### src/rtl/as1802_resp_pkg.sv
// Shared constants for the as1802 bus responder: I/O window offsets, CPU state codes, STATUS layout.
package as1802_resp_pkg;

  localparam logic [1:0] IO_OUT    = 2'd0;
  localparam logic [1:0] IO_STATUS = 2'd1;
  localparam logic [1:0] IO_IRQCTL = 2'd2;
  localparam logic [1:0] IO_SPARE  = 2'd3;

  typedef enum logic [1:0] {
    SC_FETCH = 2'b00,
    SC_EXEC  = 2'b01,
    SC_DMA   = 2'b10,
    SC_INT   = 2'b11
  } sc_e;

  localparam int STATUS_PENDING = 7;
  localparam int STATUS_IRQ_EN  = 6;

  function automatic logic [7:0] status_byte(input logic pending, input logic irq_en,
                                             input logic [3:0] ef);
    logic [7:0] s;
    s = 8'h00;
    s[STATUS_PENDING] = pending;
    s[STATUS_IRQ_EN]  = irq_en;
    s[3:0]            = ef;
    return s;
  endfunction

endpackage

### src/rtl/as1802_resp_ram.sv
// Single-port synchronous scratch RAM, one-clock registered read; output holds between reads.
module as1802_resp_ram #(
  parameter int AW = 8
) (
  input  logic          clk,
  input  logic          we,
  input  logic          re,
  input  logic [AW-1:0] addr,
  input  logic [7:0]    wdata,
  output logic [7:0]    rdata
);

  logic [7:0] mem [2**AW];

  always_ff @(posedge clk) begin
    if (we) mem[addr] <= wdata;
    if (re) rdata <= mem[addr];
  end

endmodule

### src/rtl/as1802_bus_responder.sv
// Target side of the as1802 CPU bus: address demux, scratch RAM, I/O window, EF sync, interrupts.
// Optional RAM window is built only when AS1802_RESP_RAM_EN is defined.
module as1802_bus_responder
  import as1802_resp_pkg::*;
#(
  parameter logic [15:0] RAM_BASE = 16'h0000,
  parameter int          RAM_AW   = 8,
  parameter logic [15:0] IO_BASE  = 16'hFF00
) (
  input  logic       clk,
  input  logic       rst,
  input  logic [7:0] address,
  input  logic [7:0] cpu_data,
  input  logic       MRD,
  input  logic       MWR,
  input  logic       TPA,
  input  logic       SC0,
  input  logic       SC1,
  input  logic [3:0] ext_flags,
  input  logic       irq_src,
  output logic [7:0] data_to_cpu,
  output logic       data_oe,
  output logic [3:0] EF,
  output logic       intr,
  output logic [7:0] out_port
);

  logic [7:0]  hi_p0;
  logic        mrd_idle_p0, mwr_idle_p0;
  logic [3:0]  ef_p0, ef_p1;
  logic        irq_prev_p0, irq_edge_p1;
  logic        sc_int_p0;
  logic        irq_en, pending;
  logic [7:0]  rd_data_p1;
  logic        rd_ram_p1;
  logic [7:0]  ram_q;
  logic [7:0]  io_rd;
  logic [15:0] addr;
  logic        io_hit, ram_win, ram_hit;
  logic        mrd_start, mwr_start, rd_start, ack, irq_clr_wr;
  sc_e         sc;

  assign addr      = {hi_p0, address};
  // Idle flags clear on reset, so a strobe held low across reset release is not a start.
  assign mrd_start = ~MRD & mrd_idle_p0;
  assign mwr_start = ~MWR & mwr_idle_p0 & ~rst;
  assign rd_start  = mrd_start & MWR;
  assign io_hit    = (addr[15:2] == IO_BASE[15:2]);
  assign ram_win   = (addr[15:RAM_AW] == RAM_BASE[15:RAM_AW]);
  assign sc        = sc_e'({SC1, SC0});
  assign ack       = (sc == SC_INT) & ~sc_int_p0;
  assign irq_clr_wr = mwr_start & io_hit & (addr[1:0] == IO_IRQCTL) & cpu_data[1];

`ifdef AS1802_RESP_RAM_EN
  assign ram_hit = ram_win & ~io_hit;

  as1802_resp_ram #(.AW(RAM_AW)) u_ram (
    .clk   (clk),
    .we    (mwr_start & ram_hit),
    .re    (rd_start & ram_hit),
    .addr  (addr[RAM_AW-1:0]),
    .wdata (cpu_data),
    .rdata (ram_q)
  );
`else
  // Window is still decoded but never claimed: it behaves exactly like unmapped space.
  assign ram_hit = ram_win & 1'b0;
  assign ram_q   = 8'hFF;
`endif

  always_comb begin
    io_rd = 8'h00;
    case (addr[1:0])
      IO_OUT:    io_rd = out_port;
      IO_STATUS: io_rd = status_byte(pending, irq_en, ef_p1);
      IO_IRQCTL: io_rd = {7'b0, irq_en};
      default:   io_rd = 8'h00;
    endcase
  end

  always_ff @(posedge clk) begin
    if (rst) begin
      hi_p0       <= 8'h00;
      mrd_idle_p0 <= 1'b0;
      mwr_idle_p0 <= 1'b0;
      ef_p0       <= 4'h0;
      ef_p1       <= 4'h0;
      irq_prev_p0 <= 1'b0;
      irq_edge_p1 <= 1'b0;
      sc_int_p0   <= 1'b0;
      irq_en      <= 1'b0;
      pending     <= 1'b0;
      rd_data_p1  <= 8'h00;
      rd_ram_p1   <= 1'b0;
      data_oe     <= 1'b0;
      out_port    <= 8'h00;
    end else begin
      // p0: bus sampling, synchronizers, edge detection
      if (TPA) hi_p0 <= address;
      mrd_idle_p0 <= MRD;
      mwr_idle_p0 <= MWR;
      ef_p0       <= ext_flags;
      ef_p1       <= ef_p0;
      irq_prev_p0 <= irq_src;
      irq_edge_p1 <= irq_src & ~irq_prev_p0;
      sc_int_p0   <= (sc == SC_INT);

      // p1: read data captured at strobe start, held until MRD releases
      if (rd_start) begin
        data_oe    <= io_hit | ram_hit;
        rd_ram_p1  <= ram_hit;
        rd_data_p1 <= io_hit ? io_rd : 8'hFF;
      end else if (MRD) begin
        data_oe <= 1'b0;
      end

      if (mwr_start && io_hit) begin
        case (addr[1:0])
          IO_OUT:    out_port <= cpu_data;
          IO_IRQCTL: irq_en   <= cpu_data[0];
          default:   ;
        endcase
      end

      // A new edge in the same cycle as an ack or clear keeps the request pending.
      if (irq_edge_p1)            pending <= 1'b1;
      else if (ack || irq_clr_wr) pending <= 1'b0;
    end
  end

  assign data_to_cpu = rd_ram_p1 ? ram_q : rd_data_p1;
  assign EF          = ef_p1;
  assign intr        = pending & irq_en;

endmodule

### config.mk
export PLATFORM = sky130hd
export DESIGN_NAME = as1802_bus_responder
export DESIGN_NICKNAME = d
export VERILOG_FILES = /design/src/rtl/as1802_resp_pkg.sv /design/src/rtl/as1802_resp_ram.sv /design/src/rtl/as1802_bus_responder.sv
export SDC_FILE = /design/constraint.sdc
export NUM_CORES = 1
export LEC_CHECK = 0
export ABC_AREA = 1
export BUFFER_PORTS_ARGS = -buffer_cell sky130_fd_sc_hd__clkbuf_2
export CORE_UTILIZATION = 57
export CTS_BUF_LIST = sky130_fd_sc_hd__clkbuf_2
export DETAILED_ROUTE_END_ITERATION = 12
export PLACE_DENSITY = 0.94
export SLEW_MARGIN = 20
export SYNTH_ARGS = -nofsm -noshare
export SYNTH_HDL_FRONTEND = slang
export SYNTH_HIERARCHICAL = 1
export SYNTH_SLANG_ARGS = --single-unit
### constraint.sdc
create_clock -name clk -period 3.4 [get_ports clk]
set_clock_uncertainty 0.15 [all_clocks]
set_input_delay 0.85 -clock clk [delete_from_list [all_inputs] [get_ports clk]]
set_output_delay 0.85 -clock clk [all_outputs]
set_load 0.05 [all_outputs]
==> impl_metrics.toml, run 1 <==
[run_status]
status = "finished, final reports clean"

[global_routing]
grt_overflow = 0
antenna_found_initial = 0
grt_pass1_vias = 1460
grt_pass1_wl_um = 6023
grt_usage_pct = 24.68
grt_max_degree = 26

[logic_synthesis]
async_flop_share_pct = 0
synth_adder_area_share_pct = 0
ys_types = 25
synth_top_area_cell = "dfxtp_1"
syn_area_per_cell_um2 = 7.889
yosys_most_used_dff = "dfxtp_1"
yosys_warnings = 6
synth_area_mm2 = 0.001680
yosys.area.top_type_share_pct = 47.65
synth_top_family_by_area = "simple AND/OR/NAND/NOR gates"
ys_seq_area_share_pct = 47.65
syn_nets = 241
synth.top_cells.by_area = "dfxtp_1 48%, inv_1 6.9%, nand2_1 6.9%, nor2_1 6.3%, o21ai_0 4.5%"
synthXorXnorAreaFrac_pct = 0
synth-simple-area-share_pct = 29.78
synthMuxAreaShare_pct = 0
synth_edf_count = 0
synth-compound-area-share_pct = 11.54
synthCells = 213
ys_seq_elements = 40

[route]
vias = 1535
drtIter0Drc = 70
highest-signal-layer = "met4"
ant_nets = 0
route.met2.wl_um = 1689
wl_per_cell_um = 11.92
drc = 0
met1_length_um = 1471
wl_met3_um = 281
drt_first_pass_iters = 5
wl_um = 3505
via_per_inst = 5.221

[placement]
dp_hpwl_um = 2553
numPlacedInstances = 286
gp_congestion = 0.8183
io_buffers = 49

[timing]
hold_viol_final = 0
setup_viol = 0
finalCritPeriodShare_pct = 65.88
slew_headroom_pct = 75.51
clock.fmax_ghz = 0.4465
drv_slew = 0
fin_setup_tns_ps = 0
fin_crit_ps = 2240
worstMarginPinSlew_ps = 366.8
fin_hold_ws_ps = 249.4
grt_setup_unrepaired = "false"

[critical_path]
critPathCaptureType = "primary output"
path_max_fanout = 4
required_ps = 2400
setup.worst_path.start = "irq_en$_SDFFE_PP0P_"
arrival_ps = 1240
start_kind = "flip-flop"
path_class = "reg2out"
r2r-end = "rd_data_p1[1]$_SDFFE_PP0P_"
r2r_cells = 7
ff2ff_setup_slack_ps = 1840
worstReg2RegStart = "hi_p0[2]$_SDFFE_PP0P_"

[layout]
area_growth_pct = 21.15
multi_input_area_um2 = 694.4
register_area_um2 = 800.8
diodes = 0
drive_gt1_share_pct = 31.56
fin_cells = 294
n_fill_cell = 221
final_nets = 290

[floorplan]
design.die.area_mm2 = 0.003169
die_w_um = 56.30
core_area_mm2 = 0.002781
io_pins = 50
fp.dieH_um = 56.30
start_util_pct = 60.41
fp-row-count = 19

[worst_hold_path]
min-delay-start = "irq_prev_p0$_SDFF_PP0_"
holdPathEnd = "irq_edge_p1$_SDFF_PP0_"
whs_path_depth = 1
min_path_type = "reg2reg"

[clock_tree]
path_clk_slew_ps = 210
clk-insertion-delay-late_ps = 400
cts_buffer_depth = 2
cts_root_buf = "clkbuf_2"
cts_resized = 0
htreeDepth = 2
cts_hold_buf = 0
cts_sinks = 40
cts_tree = "yes"
post-cts-setup-buffers = 0
cts_made_buffers = 5

[power_and_ir_drop]
total_power_mw = 1.017
p_per_area_mw_per_mm2 = 499.8
p_leak_nw = 1.039
irDropWorstVdd_v = 0.0004589

[flow_run]
maxCapViolations = 0
[stage by stage]
| step | util (%) | area [µm²] | setup WS, ps |
|---|---|---|---|
| 2_1_floorplan | - | 1680 | 1517 |
| 3_3_place_gp | 69.05 | 1921 | 1337 |
| 3_5_place_dp | 69.05 | 1921 | 1289 |
| 4_1_cts | 73.19 | 2036 | 1164 |
| 5_1_grt | 73.19 | 2036 | 1114 |
| 6_report | 73.19 | 2036 | 1160 |
[worst max path at each step]
stage	endpoint	cells past startpoint
finish	intr	3
global route	intr	3
CTS	intr	3
detailed placement	out_port[4]$_SDFFE_PP0P_	10
global placement	out_port[2]$_SDFFE_PP0P_	6
floorplan	out_port[1]$_SDFFE_PP0P_	9
[layer usage]
| layer | vias to the layer above | track usage (%) |
|---|---|---|
| met3 | 8 | 6.221 |
| li1 | 773 | - |
| met2 | 63 | 40.82 |
| met4 | 0 | 13.59 |
| met1 | 691 | 29.25 |
| met5 | - | 0 |
[power by group]
group | switching, mW | internal [mW] | leakage [nW] | total [mW]
sequential | 0.00966 | 0.488 | 0.328 | 0.497
combinational | 0.0643 | 0.0296 | 0.647 | 0.0938
clock | 0.155 | 0.272 | 0.0632 | 0.426
[worst max-delay path, stage by stage, from the launching register on]
cell,delay [ps]
dfxtp_1,430
nand2_1,90
inv_1,50
clkbuf_2,260
[registers in the layout, indices dropped and copies added (netlist names)]
signal	count
ef_p0	4
data_oe	1
irq_edge_p1	1
EF	4
out_port	8
rd_data_p1	8
irq_prev_p0	1
mwr_idle_p0	1
sc_int_p0	1
irq_en	1
pending	1
hi_p0	8
mrd_idle_p0	1
[synthesized netlist by cell type (2+ instances only)]
cell	instances
a31oi_1	6
clkbuf_1	3
inv_2	5
buf_2	2
buf_6	2
o21ai_0	15
nor2_4	2
nand4_1	10
nand2_1	31
inv_1	31
nor2_1	28
nor2_2	10
dfxtp_1	40
nor2_8	3
nand3_1	3
nand2_2	2
a21oi_1	12
[cell type report]
| class | count | share of cell area [%] |
|---|---|---|
| timing repair buffer | 49 | 12.05 |
| clock buffer | 5 | 1.229 |
| tap | 31 | 1.905 |
| sequential | 40 | 39.34 |
| clock inverter | 3 | 4.425 |
| multi-input combinational | 129 | 34.11 |
| inverter | 37 | 6.945 |
[kinds of logic after synthesis]
group,after synthesis
compound gates,36
flops,40
simple gates,93
buf+inv,44
[cell usage in the layout, fill, tap and decap left out, types with 3 or more instances in the layout]
cell / count
clkbuf_2: 54
dfxtp_1: 40
nand2_1: 31
inv_1: 31
nor2_1: 28
o21ai_0: 15
a21oi_1: 12
nor2_2: 10
nand4_1: 10
a31oi_1: 6
inv_2: 5
nor2_8: 3
nand3_1: 3
bufinv_16: 3
Power figures use the tool's default switching activity.
==> inputs of run 2 (changes only) <==
--- a/config.mk
+++ b/config.mk
@@ -5,12 +5,12 @@
 export SDC_FILE = /design/constraint.sdc
 export NUM_CORES = 1
 export LEC_CHECK = 0
-export ABC_AREA = 1
+export ABC_AREA = 0
 export BUFFER_PORTS_ARGS = -buffer_cell sky130_fd_sc_hd__clkbuf_2
-export CORE_UTILIZATION = 57
+export CORE_UTILIZATION = 47
 export CTS_BUF_LIST = sky130_fd_sc_hd__clkbuf_2
 export DETAILED_ROUTE_END_ITERATION = 12
-export PLACE_DENSITY = 0.94
+export PLACE_DENSITY = 0.85
 export SLEW_MARGIN = 20
 export SYNTH_ARGS = -nofsm -noshare
 export SYNTH_HDL_FRONTEND = slang
==> constraint.sdc (replaced) <==
create_clock -name clk -period 1.9 [get_ports clk]
set_clock_uncertainty 0.15 [all_clocks]
set_input_delay 0.475 -clock clk [delete_from_list [all_inputs] [get_ports clk]]
set_output_delay 0.475 -clock clk [all_outputs]
set_load 0.05 [all_outputs]
==> run 2 against run 1 <==
- global-route usage shrank 4.5 points
- combinational power is 71% higher
- largest power group unchanged
- critical path depth decreased by 1
- clock power rose by 42%
- first-iteration DRC count decreased by 8.6%
==> impl_metrics.toml, run 2 <==
[floorplan]
io_pins = 50
fp-row-count = 20
design.die.area_mm2 = 0.003521
core_area_mm2 = 0.003078
start_util_pct = 50.20
die_w_um = 59.34
fp.dieH_um = 59.34

[logic_synthesis]
async_flop_share_pct = 0
synth.most_common_cell = "dfxtp_1"
synth_top_area_cell = "dfxtp_1"
ys_types = 25
ys_seq_elements = 40
yosys_most_used_dff = "dfxtp_1"
synth.top_cells.by_area = "dfxtp_1 52%, mux2i_1 5.8%, nor2b_1 5.7%, nor2_1 4.9%, a211oi_1 3.9%"
yosys_warnings = 6
syn_nets = 188
synth_top_cells_by_count = "40 x dfxtp_1, 20 x nor2_1, 14 x nor2b_1"
syn_area_per_cell_um2 = 9.658
synthCells = 160
synth_area_mm2 = 0.001545
yosys.area.top_type_share_pct = 51.82
synth_edf_count = 0
ys_seq_area_share_pct = 51.82

[timing]
worstMarginPinSlew_ps = 400.6
slew_headroom_pct = 73.24
setup_ws_ps = 84.37
fin_hold_ws_ps = 133.9
fin_crit_ps = 1816
setup_viol = 0
drv_slew = 0
hold_viol_final = 0
fin_setup_tns_ps = 0
clock.fmax_ghz = 0.5508
finalCritPeriodShare_pct = 95.56
grt_setup_unrepaired = "false"

[layout]
reg.largest.list = "hi_p0 x8, out_port x8, rd_data_p1 x8"
finish.utilization_pct = 62.97
area_growth_pct = 25.43
final_common_cell = "clkbuf_2"
fin_cells = 257
drive_gt1_share_pct = 33.80
design_area_mm2 = 0.001938
final_nets = 241
final_cell_mix = "53 x clkbuf_2, 40 x dfxtp_1, 20 x nor2_1"
diodes = 0

[placement]
dp_hpwl_um = 2271
gp_congestion = 0.8154
io_buffers = 49
place_ws_ps = 45.67
numPlacedInstances = 250
place_area_mm2 = 0.001851

[global_routing]
antenna_found_initial = 0
grt_overflow = 0
grt_pass1_wl_um = 5078
grt_usage_pct = 20.18
grt_max_degree = 40
grt_pass1_vias = 1130

[clock_tree]
cts_made_buffers = 5
cts_sinks = 40
cts_buffer_depth = 2
cts_root_buf = "clkbuf_2"
clk-insertion-delay-late_ps = 380
path_clk_slew_ps = 170
post-cts-setup-buffers = 0
htreeDepth = 2
cts_tree = "yes"

[route]
via_per_inst = 5.175
vias = 1330
drc = 0
drt_first_pass_iters = 5
wl_per_cell_um = 12.63
ant_nets = 0
drtIter0Drc = 64
wl_um = 3245

[critical_path]
worstReg2RegStart = "hi_p0[4]$_SDFFE_PP0P_"
setup.worst_path.start = "irq_en$_SDFFE_PP0P_"
critPathCaptureType = "primary output"
arrival_ps = 1190
required_ps = 1270
ff2ff_setup_slack_ps = 360
start_kind = "flip-flop"
path_class = "reg2out"
path_max_fanout = 4

[worst_hold_path]
min_path_type = "in2reg"
min-delay-start = "ext_flags[3]"

[power_and_ir_drop]
total_power_mw = 1.645
p_leak_nw = 0.8423
irDropWorstVdd_v = 0.0006721
p_per_area_mw_per_mm2 = 848.7

[run_status]
status = "finished, final reports clean"

[flow_run]
maxCapViolations = 0
run 2: cell types whose count changed after synthesis, sizes merged, moves of 8 or more:
cell / before / now
nand2: 34 / 12
mux2i: 0 / 9
inv: 37 / 2
nor2b: 0 / 14
nor2: 43 / 20
a211oi: 0 / 8
run 2: power by group:
part,internal [mW],total [mW],switching (mW),leakage [nW]
clock,0.348,0.603,0.255,0.0490
sequential,0.870,0.882,0.0120,0.328
combinational,0.0614,0.160,0.0983,0.466
total,1.28,1.64,0.365,0.842
run 2: cell type report:
type	count	area (µm²)
inverter	2	7.507
timing repair buffer	55	292.8
multi-input combinational	109	696.9
clock inverter	2	60.06
tap	44	55.05
sequential	40	800.8
fill	276	1140
clock buffer	5	25.02
run 2: critical path: stages (launching register included):
cell and delay [ps]:
dfxtp_1 420, and2_1 160, clkbuf_4 230
run 2: routing by layer:
metal | share of wire, % | global-route usage, % | vias up
met4 | 1.2 | 9.184 | 0
met2 | 47 | 31.30 | 55
met3 | 8.3 | 8.952 | 4
met5 | 0 | 0 | -
met1 | 43 | 23.93 | 602
li1 | - | - | 669
run 2: kinds of logic after synthesis:
family                 share of synthesized area [%]
AOI/OAI and AO/OA                              11.74
buffers and inverters                          3.077
DFF                                            51.82
muxes                                          9.474
and+or+nand+nor                                23.89
run 2: worst paths after layout:
kind,endpoint,cells past startpoint
max,intr,2
min,ef_p0[3]$_SDFF_PP0_,2
max reg2reg,pending$_SDFFE_PP0P_,4
min reg2reg,irq_edge_p1$_SDFF_PP0_,1
run 2: timing repair:
item / in CTS / in global routing
hold buffers: 0 / 0
hold endpoints to repair: 0 / 0
setup endpoints to repair: 0 / 1
resized for setup: 0 / 2
==> inputs of run 3 (changes only) <==
--- a/config.mk
+++ b/config.mk
@@ -10,6 +10,7 @@
 export CORE_UTILIZATION = 47
 export CTS_BUF_LIST = sky130_fd_sc_hd__clkbuf_2
 export DETAILED_ROUTE_END_ITERATION = 12
+export HOLD_SLACK_MARGIN = 0.15
 export PLACE_DENSITY = 0.85
 export SLEW_MARGIN = 20
 export SYNTH_ARGS = -nofsm -noshare
==> run 3 against run 2 <==
- via count is 3.8% higher
- cell area is 6.2% higher
- die area stayed put
- total power is 1.3% higher
- sequential power hardly changed
- fmax is 0.35% lower
- global-route usage is 0.44 points higher
- routed wire length is 5.3% higher
- critical path type unchanged
- critical endpoint unchanged
- largest power group unchanged
==> impl_metrics.toml, run 3 (same netlist as run 2, synthesis figures left out) <==
[floorplan]
fp.dieH_um = 59.34
io_pins = 50
core_area_mm2 = 0.003078
die_w_um = 59.34
fp-row-count = 20
design.die.area_mm2 = 0.003521
start_util_pct = 50.20

[placement]
place_ws_ps = 45.67
io_buffers = 49
numPlacedInstances = 250
dp_hpwl_um = 2271
gp_congestion = 0.8154

[layout]
diodes = 0
final_cell_mix = "53 x clkbuf_2, 40 x dfxtp_1, 20 x nor2_1"
final_nets = 253
multi_input_area_um2 = 696.9
n_fill_cell = 269
final_common_cell = "clkbuf_2"
drive_gt1_share_pct = 32.00
register_area_um2 = 800.8
fin_cells = 269
area_growth_pct = 33.20
reg.largest.list = "hi_p0 x8, out_port x8, rd_data_p1 x8"

[timing]
slew_headroom_pct = 73.36
drv_slew = 0
setup_ws_ps = 77.91
grt_setup_unrepaired = "false"
clock.fmax_ghz = 0.5488
worstMarginPinSlew_ps = 398.8
hold_viol_final = 0
finalCritPeriodShare_pct = 95.90
setup_viol = 0
fin_crit_ps = 1822
fin_setup_tns_ps = 0
fin_hold_ws_ps = 173.2

[critical_path]
path_max_fanout = 4
cp_top_family = "flip-flops"
required_ps = 1270
path_buf_inv = 1
crit_chain = "and2_1 -> clkbuf_4"
critPathCaptureType = "primary output"
start_kind = "flip-flop"
slowest_delay_ps = 420
arrival_ps = 1200
path_class = "reg2out"
crit_slowest_cell = "dfxtp_1"

[clock_tree]
post-cts-setup-buffers = 0
cts_sinks = 40
htreeDepth = 2
cts_buffer_depth = 2
cts_root_buf = "clkbuf_2"
cts_made_buffers = 5
path_clk_slew_ps = 170
cts_tree = "yes"
clk-insertion-delay-late_ps = 380

[route]
drc = 0
ant_nets = 0
drt_first_pass_iters = 5
vias = 1381
drtIter0Drc = 64
wl_per_cell_um = 12.70
via_per_inst = 5.134
wl_um = 3417

[run_status]
status = "finished, final reports clean"

[power_and_ir_drop]
p_leak_nw = 0.8910
total_power_mw = 1.666
irDropWorstVdd_v = 0.0006837
p_per_area_mw_per_mm2 = 809.5

[flow_run]
maxCapViolations = 0

[global_routing]
antenna_found_initial = 0
grt_pass1_wl_um = 5209
grt_usage_pct = 20.63
grt_overflow = 0
grt_pass1_vias = 1176
grt_max_degree = 40

[worst_hold_path]
min_path_type = "in2reg"
## run 3: cell count changes in the layout (fill, tap and decap cells not counted), sizes merged
cell,change
dlygate4sd3,+12
## run 3: area by class of cell
cell class	instances	share of cell area, %
well taps	44	2.675
multi-input cells	109	33.86
inverters	2	0.3647
repair buffers	67	20.06
clock buffers	5	1.216
flip-flops and latches	40	38.91
clock inverters	2	2.918
## run 3: worst min-delay path, stage by stage
cell      delay, ps
clkbuf_2         90
nand4_1          60
a21oi_1          60
## run 3: final timing paths
path	to	from	cells past startpoint	slack, ps
worst max register to register	pending$_SDFFE_PP0P_	hi_p0[4]$_SDFFE_PP0P_	4	340
worst max-delay path	intr	irq_en$_SDFFE_PP0P_	2	80
worst min register to register	irq_edge_p1$_SDFF_PP0_	irq_prev_p0$_SDFF_PP0_	1	250
worst min-delay path	out_port[5]$_SDFFE_PP0P_	cpu_data[5]	3	170
## run 3: report_power, final
group / switching, mW / internal, mW / leakage (nW)
logic: 0.102 / 0.0773 / 0.514
registers: 0.0120 / 0.870 / 0.328
clock network: 0.257 / 0.348 / 0.0490
total: 0.371 / 1.30 / 0.891
## run 3: repair_timing
| item | 4_1_cts | 5_1_grt |
|---|---|---|
| gates resized for setup | 0 | 2 |
| hold buffers | 10 | 2 |
| hold endpoints to repair | 9 | 2 |
| setup endpoints to repair | 0 | 1 |
## run 3: layer usage
layer	vias up	GRT usage, %	part of all wire (%)	routed length, µm
li1	697	-	-	-
met1	622	24.01	43	1479
met2	58	32.91	49	1673
met3	4	8.734	6.6	225
met4	0	9.184	1.1	38
met5	-	0	0	0
## run 3: metrics by stage
step / cell area [µm²] / utilization (%)
after global routing: 2058 / 66.87
after global placement: 1851 / 60.12
after detailed placement: 1851 / 60.12
final: 2058 / 66.87
after CTS: 2036 / 66.14
after floorplan: 1545 / -
